### config.mk
export PLATFORM = sky130hd
export DESIGN_NAME = vadd_rr_scheduler_flat
export DESIGN_NICKNAME = d
export VERILOG_FILES = /design/src/rtl/vadd_sched_pkg.sv /design/src/rtl/vadd_rr_scheduler_if.sv /design/src/rtl/rr_arbiter.sv /design/src/rtl/vadd_rr_scheduler.sv /design/src/flat_wrapper.sv
export SDC_FILE = /design/constraint.sdc
export NUM_CORES = 1
export LEC_CHECK = 0
export BUFFER_PORTS_ARGS = -buffer_cell sky130_fd_sc_hd__buf_2
export CAP_MARGIN = 30
export CORE_AREA = 2 2 149 151
export DETAILED_ROUTE_END_ITERATION = 8
export DIE_AREA = 0 0 151 153
export RECOVER_POWER = 100
export SLEW_MARGIN = 10
export SYNTH_ARGS = -nofsm -noshare
export SYNTH_HDL_FRONTEND = slang
export SYNTH_SLANG_ARGS = --single-unit
### constraint.sdc
create_clock -name clock -period 6.47 [get_ports clock]
set_clock_uncertainty 0.15 [all_clocks]
set_input_delay 0.9705 -clock clock [delete_from_list [all_inputs] [get_ports clock]]
set_output_delay 0.9705 -clock clock [all_outputs]
set_load 0.03 [all_outputs]
### src/rtl/vadd_sched_pkg.sv
// Shared types and defaults for the round-robin vector-add scheduler.
package vadd_sched_pkg;

   localparam int unsigned W_DEF     = 8;
   localparam int unsigned N_DEF     = 4;
   localparam int unsigned R_DEF     = 3;
   localparam int unsigned LAT_DEF   = 2;
   localparam int unsigned CNT_W     = 16;
   // Tag field is sized for up to 256 requesters; only the low tag_w(R) bits are used.
   localparam int unsigned TAG_W_MAX = 8;

   typedef logic [W_DEF-1:0] lane_t;

   typedef enum logic {INIT, RUN} state_t;

   typedef struct packed {
      logic                 valid;
      logic [TAG_W_MAX-1:0] tag;
   } tag_stage_t;

   // Width needed to encode a requester index.
   function automatic int unsigned tag_w(input int unsigned r);
      return (r < 2) ? 1 : $clog2(r);
   endfunction

endpackage

### src/rtl/vadd_rr_scheduler_if.sv
// Requester-side bus: operand handshake, result return and issue counters.
interface vadd_rr_scheduler_if
   import vadd_sched_pkg::*;
#(
   parameter int unsigned W = W_DEF,
   parameter int unsigned N = N_DEF,
   parameter int unsigned R = R_DEF
);
   logic [R-1:0]       req_valid;
   logic [R-1:0]       req_ready;
   logic [R*N*W-1:0]   req_a;
   logic [R*N*W-1:0]   req_b;
   logic [R-1:0]       rsp_valid;
   logic [N*W-1:0]     rsp_y;
   logic [R*CNT_W-1:0] issue_count;

   modport master (
      output req_valid, req_a, req_b,
      input  req_ready, rsp_valid, rsp_y, issue_count
   );

   modport slave (
      input  req_valid, req_a, req_b,
      output req_ready, rsp_valid, rsp_y, issue_count
   );
endinterface

### src/rtl/rr_arbiter.sv
// Round-robin arbiter: first requester at or above ptr, wrapping modulo R.
module rr_arbiter #(
   parameter int unsigned R  = 3,
   parameter int unsigned IW = 2
) (
   input  logic [R-1:0]  req,
   input  logic [IW-1:0] ptr,
   output logic [R-1:0]  grant,
   output logic [IW-1:0] idx,
   output logic          any
);
   // Scan R positions starting at ptr; the first asserted request wins.
   always_comb begin
      int unsigned j;
      j     = 0;
      grant = '0;
      idx   = '0;
      any   = 1'b0;
      for (int unsigned k = 0; k < R; k++) begin
         j = 32'(ptr) + k;
         if (j >= R) j = j - R;
         if (!any && req[j]) begin
            any      = 1'b1;
            grant[j] = 1'b1;
            idx      = IW'(j);
         end
      end
   end
endmodule

### src/rtl/vadd_rr_scheduler.sv
// Shares one registered N-lane vector adder among R requesters, round-robin.
module vadd_rr_scheduler
   import vadd_sched_pkg::*;
#(
   parameter int unsigned W   = W_DEF,
   parameter int unsigned N   = N_DEF,
   parameter int unsigned R   = R_DEF,
   parameter int unsigned LAT = LAT_DEF
) (
   input  logic                  clock,
   input  logic                  reset_n,
   vadd_rr_scheduler_if.slave    bus,
   output logic                  dp_reset,
   output logic [N*W-1:0]        dp_a,
   output logic [N*W-1:0]        dp_b,
   input  logic [N*W-1:0]        dp_y
);
   localparam int unsigned VW = N * W;
   localparam int unsigned TW = tag_w(R);

   logic [1:0]       rst_sync_q;
   state_t           state_q, state_d;
   logic [TW-1:0]    ptr_q, ptr_d;
   logic [R-1:0]     grant;
   logic [TW-1:0]    grant_idx;
   logic             grant_any;
   logic [R-1:0]     ready;
   logic             xfer;
   logic [CNT_W-1:0] cnt_q [R];
   tag_stage_t       pipe_q [LAT];
   logic [R-1:0]     rsp_valid_d, rsp_valid_q;
   logic [VW-1:0]    rsp_y_q;

   // Datapath reset: asserts with reset_n, releases on the second clock edge after.
   always_ff @(posedge clock or negedge reset_n) begin
      if (!reset_n) rst_sync_q <= 2'b11;
      else          rst_sync_q <= {rst_sync_q[0], 1'b0};
   end
   assign dp_reset = rst_sync_q[1];

   rr_arbiter #(.R(R), .IW(TW)) u_arb (
      .req   (bus.req_valid),
      .ptr   (ptr_q),
      .grant (grant),
      .idx   (grant_idx),
      .any   (grant_any)
   );

   // Next state, grant and operand steering; operands are zero on idle cycles.
   always_comb begin
      state_d = state_q;
      ptr_d   = ptr_q;
      ready   = '0;
      xfer    = 1'b0;
      dp_a    = '0;
      dp_b    = '0;
      case (state_q)
         INIT: if (!dp_reset) state_d = RUN;
         RUN: begin
            if (grant_any) begin
               ready = grant;
               xfer  = 1'b1;
               dp_a  = bus.req_a[32'(grant_idx)*VW +: VW];
               dp_b  = bus.req_b[32'(grant_idx)*VW +: VW];
               ptr_d = (grant_idx == TW'(R-1)) ? '0 : grant_idx + TW'(1);
            end
         end
         default: state_d = INIT;
      endcase
   end

   // State and round-robin pointer.
   always_ff @(posedge clock or negedge reset_n) begin
      if (!reset_n) begin
         state_q <= INIT;
         ptr_q   <= '0;
      end else begin
         state_q <= state_d;
         ptr_q   <= ptr_d;
      end
   end

   // Per-requester accepted-operation counters, free-running wrap.
   always_ff @(posedge clock or negedge reset_n) begin
      if (!reset_n) begin
         for (int i = 0; i < R; i++) cnt_q[i] <= '0;
      end else begin
         for (int i = 0; i < R; i++)
            if (xfer && grant[i]) cnt_q[i] <= cnt_q[i] + CNT_W'(1);
      end
   end

   // Tag pipe mirrors the datapath latency so each result finds its owner.
   always_ff @(posedge clock or negedge reset_n) begin
      if (!reset_n) begin
         for (int s = 0; s < LAT; s++) pipe_q[s] <= '0;
      end else begin
         pipe_q[0] <= '{valid: xfer, tag: TAG_W_MAX'(grant_idx)};
         for (int s = 1; s < LAT; s++) pipe_q[s] <= pipe_q[s-1];
      end
   end

   // Decode the last tag stage into a one-hot response strobe.
   always_comb begin
      rsp_valid_d = '0;
      for (int i = 0; i < R; i++)
         rsp_valid_d[i] = pipe_q[LAT-1].valid && (pipe_q[LAT-1].tag == TAG_W_MAX'(i));
   end

   // Register the response; the result holds between responses.
   always_ff @(posedge clock or negedge reset_n) begin
      if (!reset_n) begin
         rsp_valid_q <= '0;
         rsp_y_q     <= '0;
      end else begin
         rsp_valid_q <= rsp_valid_d;
         if (pipe_q[LAT-1].valid) rsp_y_q <= dp_y;
      end
   end

   assign bus.req_ready = ready;
   assign bus.rsp_valid = rsp_valid_q;
   assign bus.rsp_y     = rsp_y_q;

   for (genvar g = 0; g < R; g++) begin : g_cnt
      assign bus.issue_count[g*CNT_W +: CNT_W] = cnt_q[g];
   end

endmodule

### src/flat_wrapper.sv
// flat-port wrapper written by rule: the top's interface ports become plain ports
module vadd_rr_scheduler_flat import vadd_sched_pkg::*;
#(
   parameter int unsigned W   = W_DEF,
   parameter int unsigned N   = N_DEF,
   parameter int unsigned R   = R_DEF,
   parameter int unsigned LAT = LAT_DEF
)
  (clock, reset_n, dp_reset, dp_a, dp_b, dp_y, bus_req_valid, bus_req_a, bus_req_b, bus_req_ready, bus_rsp_valid, bus_rsp_y, bus_issue_count);
  vadd_rr_scheduler_if #(.W(W), .N(N), .R(R)) bus_i ();
  input  logic clock;
  input  logic reset_n;
  output logic dp_reset;
  output logic [N*W-1:0] dp_a;
  output logic [N*W-1:0] dp_b;
  input  logic [N*W-1:0] dp_y;
  input wire logic [$bits(bus_i.req_valid)-1:0] bus_req_valid;
  input wire logic [$bits(bus_i.req_a)-1:0] bus_req_a;
  input wire logic [$bits(bus_i.req_b)-1:0] bus_req_b;
  output wire logic [$bits(bus_i.req_ready)-1:0] bus_req_ready;
  output wire logic [$bits(bus_i.rsp_valid)-1:0] bus_rsp_valid;
  output wire logic [$bits(bus_i.rsp_y)-1:0] bus_rsp_y;
  output wire logic [$bits(bus_i.issue_count)-1:0] bus_issue_count;
  assign bus_i.req_valid = bus_req_valid;
  assign bus_i.req_a = bus_req_a;
  assign bus_i.req_b = bus_req_b;
  assign bus_req_ready = bus_i.req_ready;
  assign bus_rsp_valid = bus_i.rsp_valid;
  assign bus_rsp_y = bus_i.rsp_y;
  assign bus_issue_count = bus_i.issue_count;
  vadd_rr_scheduler #(.W(W), .N(N), .R(R), .LAT(LAT)) u_core (.clock(clock), .reset_n(reset_n), .bus(bus_i), .dp_reset(dp_reset), .dp_a(dp_a), .dp_b(dp_b), .dp_y(dp_y));
endmodule
* Word-level counts from Yosys, hierarchy flattened
Index checks and enable logic that the tools add are counted.
Operators by class: bitwise gates (word level) 2, equal/unequal tests 3, magnitude comparators 9, reductions and logical operators 15, muxes and demuxes 35, add/subtract/negate cells 9, shifts and indexed selects 2
Operator list (number):
- $mux W32 | 7
- $shiftx A96 B8 Y32 | 2
- $ge A32 B1 Y1 const B | 3
- $lt A32 B3 Y1 const B | 3
- $add A16 B1 Y16 const B | 3
- $mux W3 | 5
- $mux W1 | 13
- $logic_and A1 B1 Y1 | 11
- $logic_not A8 Y1 | 1
- $mux W2 | 4
- $sub A3 B2 Y4 const B | 2
- $bmux W1 S2 | 3
- $demux W1 S2 | 3
- $ge A3 B2 Y1 const B | 2
- $or A3 B3 Y3 | 2
- $eq A2 B2 Y1 const B | 2
- $add A2 B1 Y3 const B | 1
- $add A2 B2 Y3 const B | 1
- $sub A2 B2 Y3 const B | 1
- $add A2 B1 Y2 const B | 1
- $eq A2 B1 Y1 const B | 1
- $ge A2 B2 Y1 const B | 1
- $logic_not A1 Y1 | 2
- $reduce_and A2 Y1 | 1
Word-level totals: input port bits 229, register bits after elaboration 94, output and inout bits 151, word-level logic and storage cells 87

* Longest topological paths before layout
word-level depth 14, gate-level depth with buffers 11, gate-level depth less buffers 9

* Hierarchy
Synthesis repeated with hierarchy kept, for this count alone.
Second synthesis, totals: cell total of the unflattened synthesis 607, area total of the unflattened synthesis 5620.4 um2
By module, submodules not included:
- vadd_rr_scheduler | sequential area each 2354.8 um2, times used 1, area each 5238.8 um2, cells an instance 555
- rr_arbiter | sequential area each 0.0 um2, times used 1, area each 381.6 um2, cells an instance 52

* Worst setup path after synthesis
Ideal clock, no wire load.
path kind input port to output port, start input bus_req_valid[1], end output dp_a[0], stages 6, data arrival time 2599 ps, slack 2750 ps, data required time 5349 ps, path buffers 1, cell sequence mux2i_2 -> nor2_2 -> o32ai_4 -> buf_6 -> nand2_1 -> a31oi_1
Between the ends: word-level cells in the longest chain between the ends 12, elaborated cells between the ends (all ways) 19, classes of those cells shift (1); mux (14); reduce/logical (4)
Ends and longest elaborated chain:
- start: declaration | RTL line flat_wrapper.sv:17 | input wire logic [$bits(bus_i.req_valid)-1:0] bus_req_valid;
- $bmux W1 S2 | RTL line rr_arbiter.sv:22 | if (!any && req[j]) begin
- $mux W1 (implied by the code) | RTL line rr_arbiter.sv:22
- $mux W1 | RTL line rr_arbiter.sv:22
- $logic_not A1 Y1 | RTL line rr_arbiter.sv:22
- $logic_and A1 B1 Y1 | RTL line rr_arbiter.sv:22
- $mux W1 | RTL line rr_arbiter.sv:22
- $logic_not A1 Y1 | RTL line rr_arbiter.sv:22
- $logic_and A1 B1 Y1 | RTL line rr_arbiter.sv:22
- $mux W2 | RTL line rr_arbiter.sv:22
- $shiftx A96 B8 Y32 | RTL line vadd_rr_scheduler.sv:63 | dp_a = bus.req_a[32'(grant_idx)*VW +: VW];
- $mux W32 (*) | RTL line vadd_rr_scheduler.sv:60 | if (grant_any) begin
- $mux W32 (*) | RTL line vadd_rr_scheduler.sv:57 | case (state_q)
- end: declaration | RTL line flat_wrapper.sv:14 | output logic [N*W-1:0] dp_a;
Every way passes the cells marked *; elsewhere a longest branch is shown, timed or not. The select of a mux whose other input is x is not followed.

* Worst setup path in the final report
start register u_core.ptr_q[1], end output dp_a[26]
Between the ends: word-level cells in the longest chain between the ends 14, elaborated cells between the ends (all ways) 30, classes of those cells add/sub (5); order compare (3); shift (1); mux (17); reduce/logical (4)
Ends and longest elaborated chain:
- start: declaration | RTL line vadd_rr_scheduler.sv:23 | logic [TW-1:0] ptr_q, ptr_d;
- start signal: assignment | RTL line vadd_rr_scheduler.sv:79 | ptr_q <= ptr_d;
- parallel branches: the longest is 12 deep, another holds $sub A3 B2 Y4
- $mux W32 (*) | RTL line vadd_rr_scheduler.sv:60
- $mux W32 (*) | RTL line vadd_rr_scheduler.sv:57
Every way passes the cells marked *. The select of a mux whose other input is x is not followed.

==> flow_metrics.env <==
export IMPL_status="complete, but fails checks"
export IMPL_violations_in_the_final_reports="max-capacitance violations, max-slew violations"
export IMPL_first_iter_violations=284
export IMPL_postRouteAntennaNets=0
export IMPL_postSynthRegisterBits=94
export IMPL_postCtsSetupRepairBufs=0
export IMPL_layout_min_cycle_time_ns=5.19
export IMPL_min_delay_path_class="reg2reg"
export IMPL_final_fill_count=2355
export IMPL_cts_repair_resize_count=0
export IMPL_placement_io_buffers=379
export IMPL_netSwitchingFraction_pct=62.2
export IMPL_p_per_area_nw_per_um2=656
export IMPL_drt_total_wl_um=21000
export IMPL_worst_pin_slew_ns=2.32
export IMPL_slowest_stage="sky130_fd_sc_hd__o32a_2"
export IMPL_share_clk_of_total_power_pct=10.5
export IMPL_p_int_mw=1.93
export IMPL_rsz0062_at_grt="false"
export IMPL_globalplace_congestion=0.904
export IMPL_setup_violations_final=0
export IMPL_top_level_ports=380
export IMPL_area_growth_pct=36.1
export IMPL_max_cap_violations=3
export IMPL_switching_power_mw=3.18
export IMPL_p_leak_nw=3.59
export IMPL_grt_remaining_overflow=0
export IMPL_routedWlPerCell_um=16.5
export IMPL_finalHoldViolations=0
export IMPL_cts_tree="built"
export IMPL_irDropWorstVdd_mv=0.461
export IMPL_numCtsBuffers=9
export IMPL_globalRouteTotalUtil_pct=17.2
export IMPL_dp_cell_count=1251
export IMPL_cts_hold_buffers_added=0
export IMPL_core_um2=21500
export IMPL_first_pass_grt_wire_length_um=31700
export IMPL_post_route_period_util_pct=80.2
export IMPL_netlist_instances=635
export IMPL_arrival_ns=4.07
export IMPL_timing_reg2reg_setup_slack_ns=2.40
export IMPL_level_count_of_the_clock_h_tree=3
export IMPL_sequentialPowerShare_pct=16.3
export IMPL_cpPeakStageDelay_ns=0.82
export IMPL_timing_critical_path_from_type="flip-flop"
export IMPL_drtPass1Iterations=5
export IMPL_placedInstanceArea_um2=7710
export IMPL_finalInstanceArea_um2=7780
export IMPL_number_of_global_route_vias_before_repair=5790
export IMPL_floorplan_rows=54
export IMPL_grt_antenna_before_repair=4
export IMPL_clk_latency_ns=0.33
export IMPL_dieWidth_um=151
export IMPL_chipHeight_um=153
export IMPL_yosysSeqAreaShare_pct=41.2
export IMPL_deepest_clock_path_buffer_count=2
export IMPL_grt_start_max_net_pins=103
export IMPL_maxSlewViolCount=97
export IMPL_layoutNonFillerInstCount=1269
export IMPL_critical_path_top_delay_family="compound AO/OA/AOI/OAI gates"
export IMPL_synth_ff_type="sky130_fd_sc_hd__dfrtp_1"
export IMPL_clock_pin_slew_of_the_registers_on_the_worst_case_setup_and_hold_paths_ns=0.06
export IMPL_remaining_drc_errors=0
export IMPL_setup_worst_path_class="reg2out"
export IMPL_synth_edff_count=0
export IMPL_netlist_top_cell_by_area="sky130_fd_sc_hd__dfrtp_1"
export IMPL_yosysUniqueCellTypes=55
export IMPL_clk_root_buffer_cell="sky130_fd_sc_hd__clkbuf_16"
export IMPL_maxSlewHeadroom_pct=-54.9
export IMPL_fin_tns_setup_ns=0
export IMPL_drive_gt1_share_pct=30.1
export IMPL_post_synth_cell_area_avg_um2=9.00
export IMPL_postSynth_asyncResetShare_pct=100
export IMPL_design_die_area_um2=23100
export IMPL_yosysTopAreaCellShare_pct=40.3
export IMPL_clock_sinks=94
export IMPL_achievable_frequency_mhz=193
export IMPL_critPathCaptureType="output pin"
export IMPL_floorplan_initialDensity_pct=26.6
export IMPL_dpl_hpwl_um=16300
export IMPL_cp_required_ns=5.35
export IMPL_timing_critical_path_cells="inv_1 > ha_1 > mux2i_1 > mux2_1 > o32a_2 > buf_4 > nand2_1 > a31oi_1 > clkbuf_1"
export IMPL_syn_num_nets=871
export IMPL_synth_top_cells_by_area="sky130_fd_sc_hd__dfrtp_1 (40%), sky130_fd_sc_hd__nand2_1 (9.1%), sky130_fd_sc_hd__a31oi_1 (7.0%)"
export IMPL_pwr_share_comb_pct=73.1
export IMPL_mappedNetlistArea_um2=5720
export IMPL_vias_per_cell=4.80
export IMPL_worstPathBufferInverterCount=3
export IMPL_route_vias_total=6088
export IMPL_nets=1219
export IMPL_number_of_warnings_reported_in_the_yosys_synthesis_log=0
export IMPL_critical_path_max_fanout=40
==> worst reg2reg max path: stages, from the launching register on <==
cell and delay [ns]:
sky130_fd_sc_hd__dfrtp_1 0.40, sky130_fd_sc_hd__inv_1 0.10, sky130_fd_sc_hd__ha_1 0.42, sky130_fd_sc_hd__mux2i_1 0.23, sky130_fd_sc_hd__o21ai_4 0.24, sky130_fd_sc_hd__o31ai_1 0.17
sky130_fd_sc_hd__nor3_1 1.73, sky130_fd_sc_hd__nand4_1 0.28, sky130_fd_sc_hd__xnor2_1 0.23
==> state kept, by name, summed over array words and instances, names as in the netlist <==
name,flops
u_core.bus.issue_count,48
u_core.bus.rsp_y,32
u_core.pipe_q,6
u_core.bus.rsp_valid,3
u_core.ptr_q,2
u_core.rst_sync_q,2
u_core.state_q,1
==> Yosys cell counts, types with 3 or more instances <==
cell and n:
sky130_fd_sc_hd__a31oi_1 64, sky130_fd_sc_hd__inv_1 8, sky130_fd_sc_hd__ha_1 7, sky130_fd_sc_hd__buf_6 13
sky130_fd_sc_hd__nand3_1 18, sky130_fd_sc_hd__nor2_1 14, sky130_fd_sc_hd__nand2_1 139, sky130_fd_sc_hd__nand2b_1 3
sky130_fd_sc_hd__xnor2_1 32, sky130_fd_sc_hd__buf_2 17, sky130_fd_sc_hd__and3_1 14, sky130_fd_sc_hd__o21ai_0 65
sky130_fd_sc_hd__clkbuf_2 3, sky130_fd_sc_hd__nand4_1 29, sky130_fd_sc_hd__dfrtp_1 92, sky130_fd_sc_hd__mux2_2 33
sky130_fd_sc_hd__nor3_2 3, sky130_fd_sc_hd__o21ai_1 4, sky130_fd_sc_hd__clkbuf_1 13, sky130_fd_sc_hd__xor2_1 13
==> per-layer routing <==
layer,vias up,wire length (um),track usage (%)
li1,2950,-,-
met1,2812,8440,20.9
met2,286,10200,30.0
met5,-,31,0
met4,6,310,3.65
met3,34,2020,5.10
==> kinds of logic (layout without fill, tap and decap cells) <==
logic type	Yosys count	count (layout)	share of synthesized area [%]
XOR/XNOR	45	45	6.89
AO/OA/AOI/OAI	149	149	16.0
multiplexers	40	40	8.18
AND/OR/NAND/NOR	240	240	20.0
other	1	2	0.0656
adder cells (fa/ha/maj)	7	7	1.53
flip-flops	94	94	41.2
buffers and inverters	59	412	6.15
==> final cells by class <==
cell class	instances	area, um^2	share of cell area [%]
Antenna cell	1	2.50	0.0321
Clock buffer	10	239	3.07
Clock inverter	6	67.6	0.868
Inverter	10	37.5	0.482
Multi-Input combinational cell	482	2960	38.0
Sequential cell	94	2350	30.3
Tap cell	280	350	4.50
Timing Repair Buffer	386	1770	22.7
==> path summary, 6_finish.rpt <==
path,start,to,cells past startpoint
worst max-delay path,u_core.ptr_q[1]$_DFFE_PN0P_,dp_a[26],9
min in group asynchronous,reset_n,u_core.bus.issue_count[44]$_DFFE_PN0P_,1
max in group asynchronous,reset_n,u_core.bus.issue_count[39]$_DFFE_PN0P_,2
worst min-delay path,u_core.pipe_q[17]$_DFF_PN0_,u_core.pipe_q[8]$_DFF_PN0_,0
worst max register to register,u_core.ptr_q[1]$_DFFE_PN0P_,u_core.bus.issue_count[39]$_DFFE_PN0P_,8
worst min register to register,u_core.pipe_q[17]$_DFF_PN0_,u_core.pipe_q[8]$_DFF_PN0_,0
==> through the flow <==
step	power, mW	hold slack, ns	worst slack (ns)	utilization [%]
6_report	5.10	0.199	1.28	36.2
5_1_grt	5.45	0.204	1.01	36.2
4_1_cts	5.33	0.201	1.64	37.3
3_5_place_dp	4.77	0.186	1.93	35.9
3_3_place_gp	4.74	0.186	1.96	35.9
2_1_floorplan	3.73	0.181	2.75	-
==> placed cells by master, fill, tap and decap left out, drive strengths merged, types with 5 or more instances in the layout <==
cell type | netlist | final
buf | 33 | 235
xor2 | 13 | 13
nand3 | 18 | 18
xnor2 | 32 | 32
and3 | 14 | 14
nand4 | 29 | 29
dfrtp | 92 | 92
nor3 | 6 | 6
o21ai | 72 | 72
inv | 10 | 12
mux2 | 35 | 35
clkbuf | 16 | 161
a31oi | 64 | 64
ha | 7 | 7
mux2i | 5 | 5
nor2 | 15 | 15
nand2 | 140 | 140
==> power by group through the flow <==
| stage | clock network, mW | registers (mW) | logic [mW] |
|---|---|---|---|
| after floorplan | 0 | 1.03 | 2.70 |
| after global placement | 0 | 0.838 | 3.90 |
| after detailed placement | 0 | 0.842 | 3.93 |
| after CTS | 0.561 | 0.831 | 3.94 |
| after global routing | 0.586 | 0.855 | 4.01 |
| final | 0.538 | 0.834 | 3.73 |
Power figures use the tool's default switching activity.
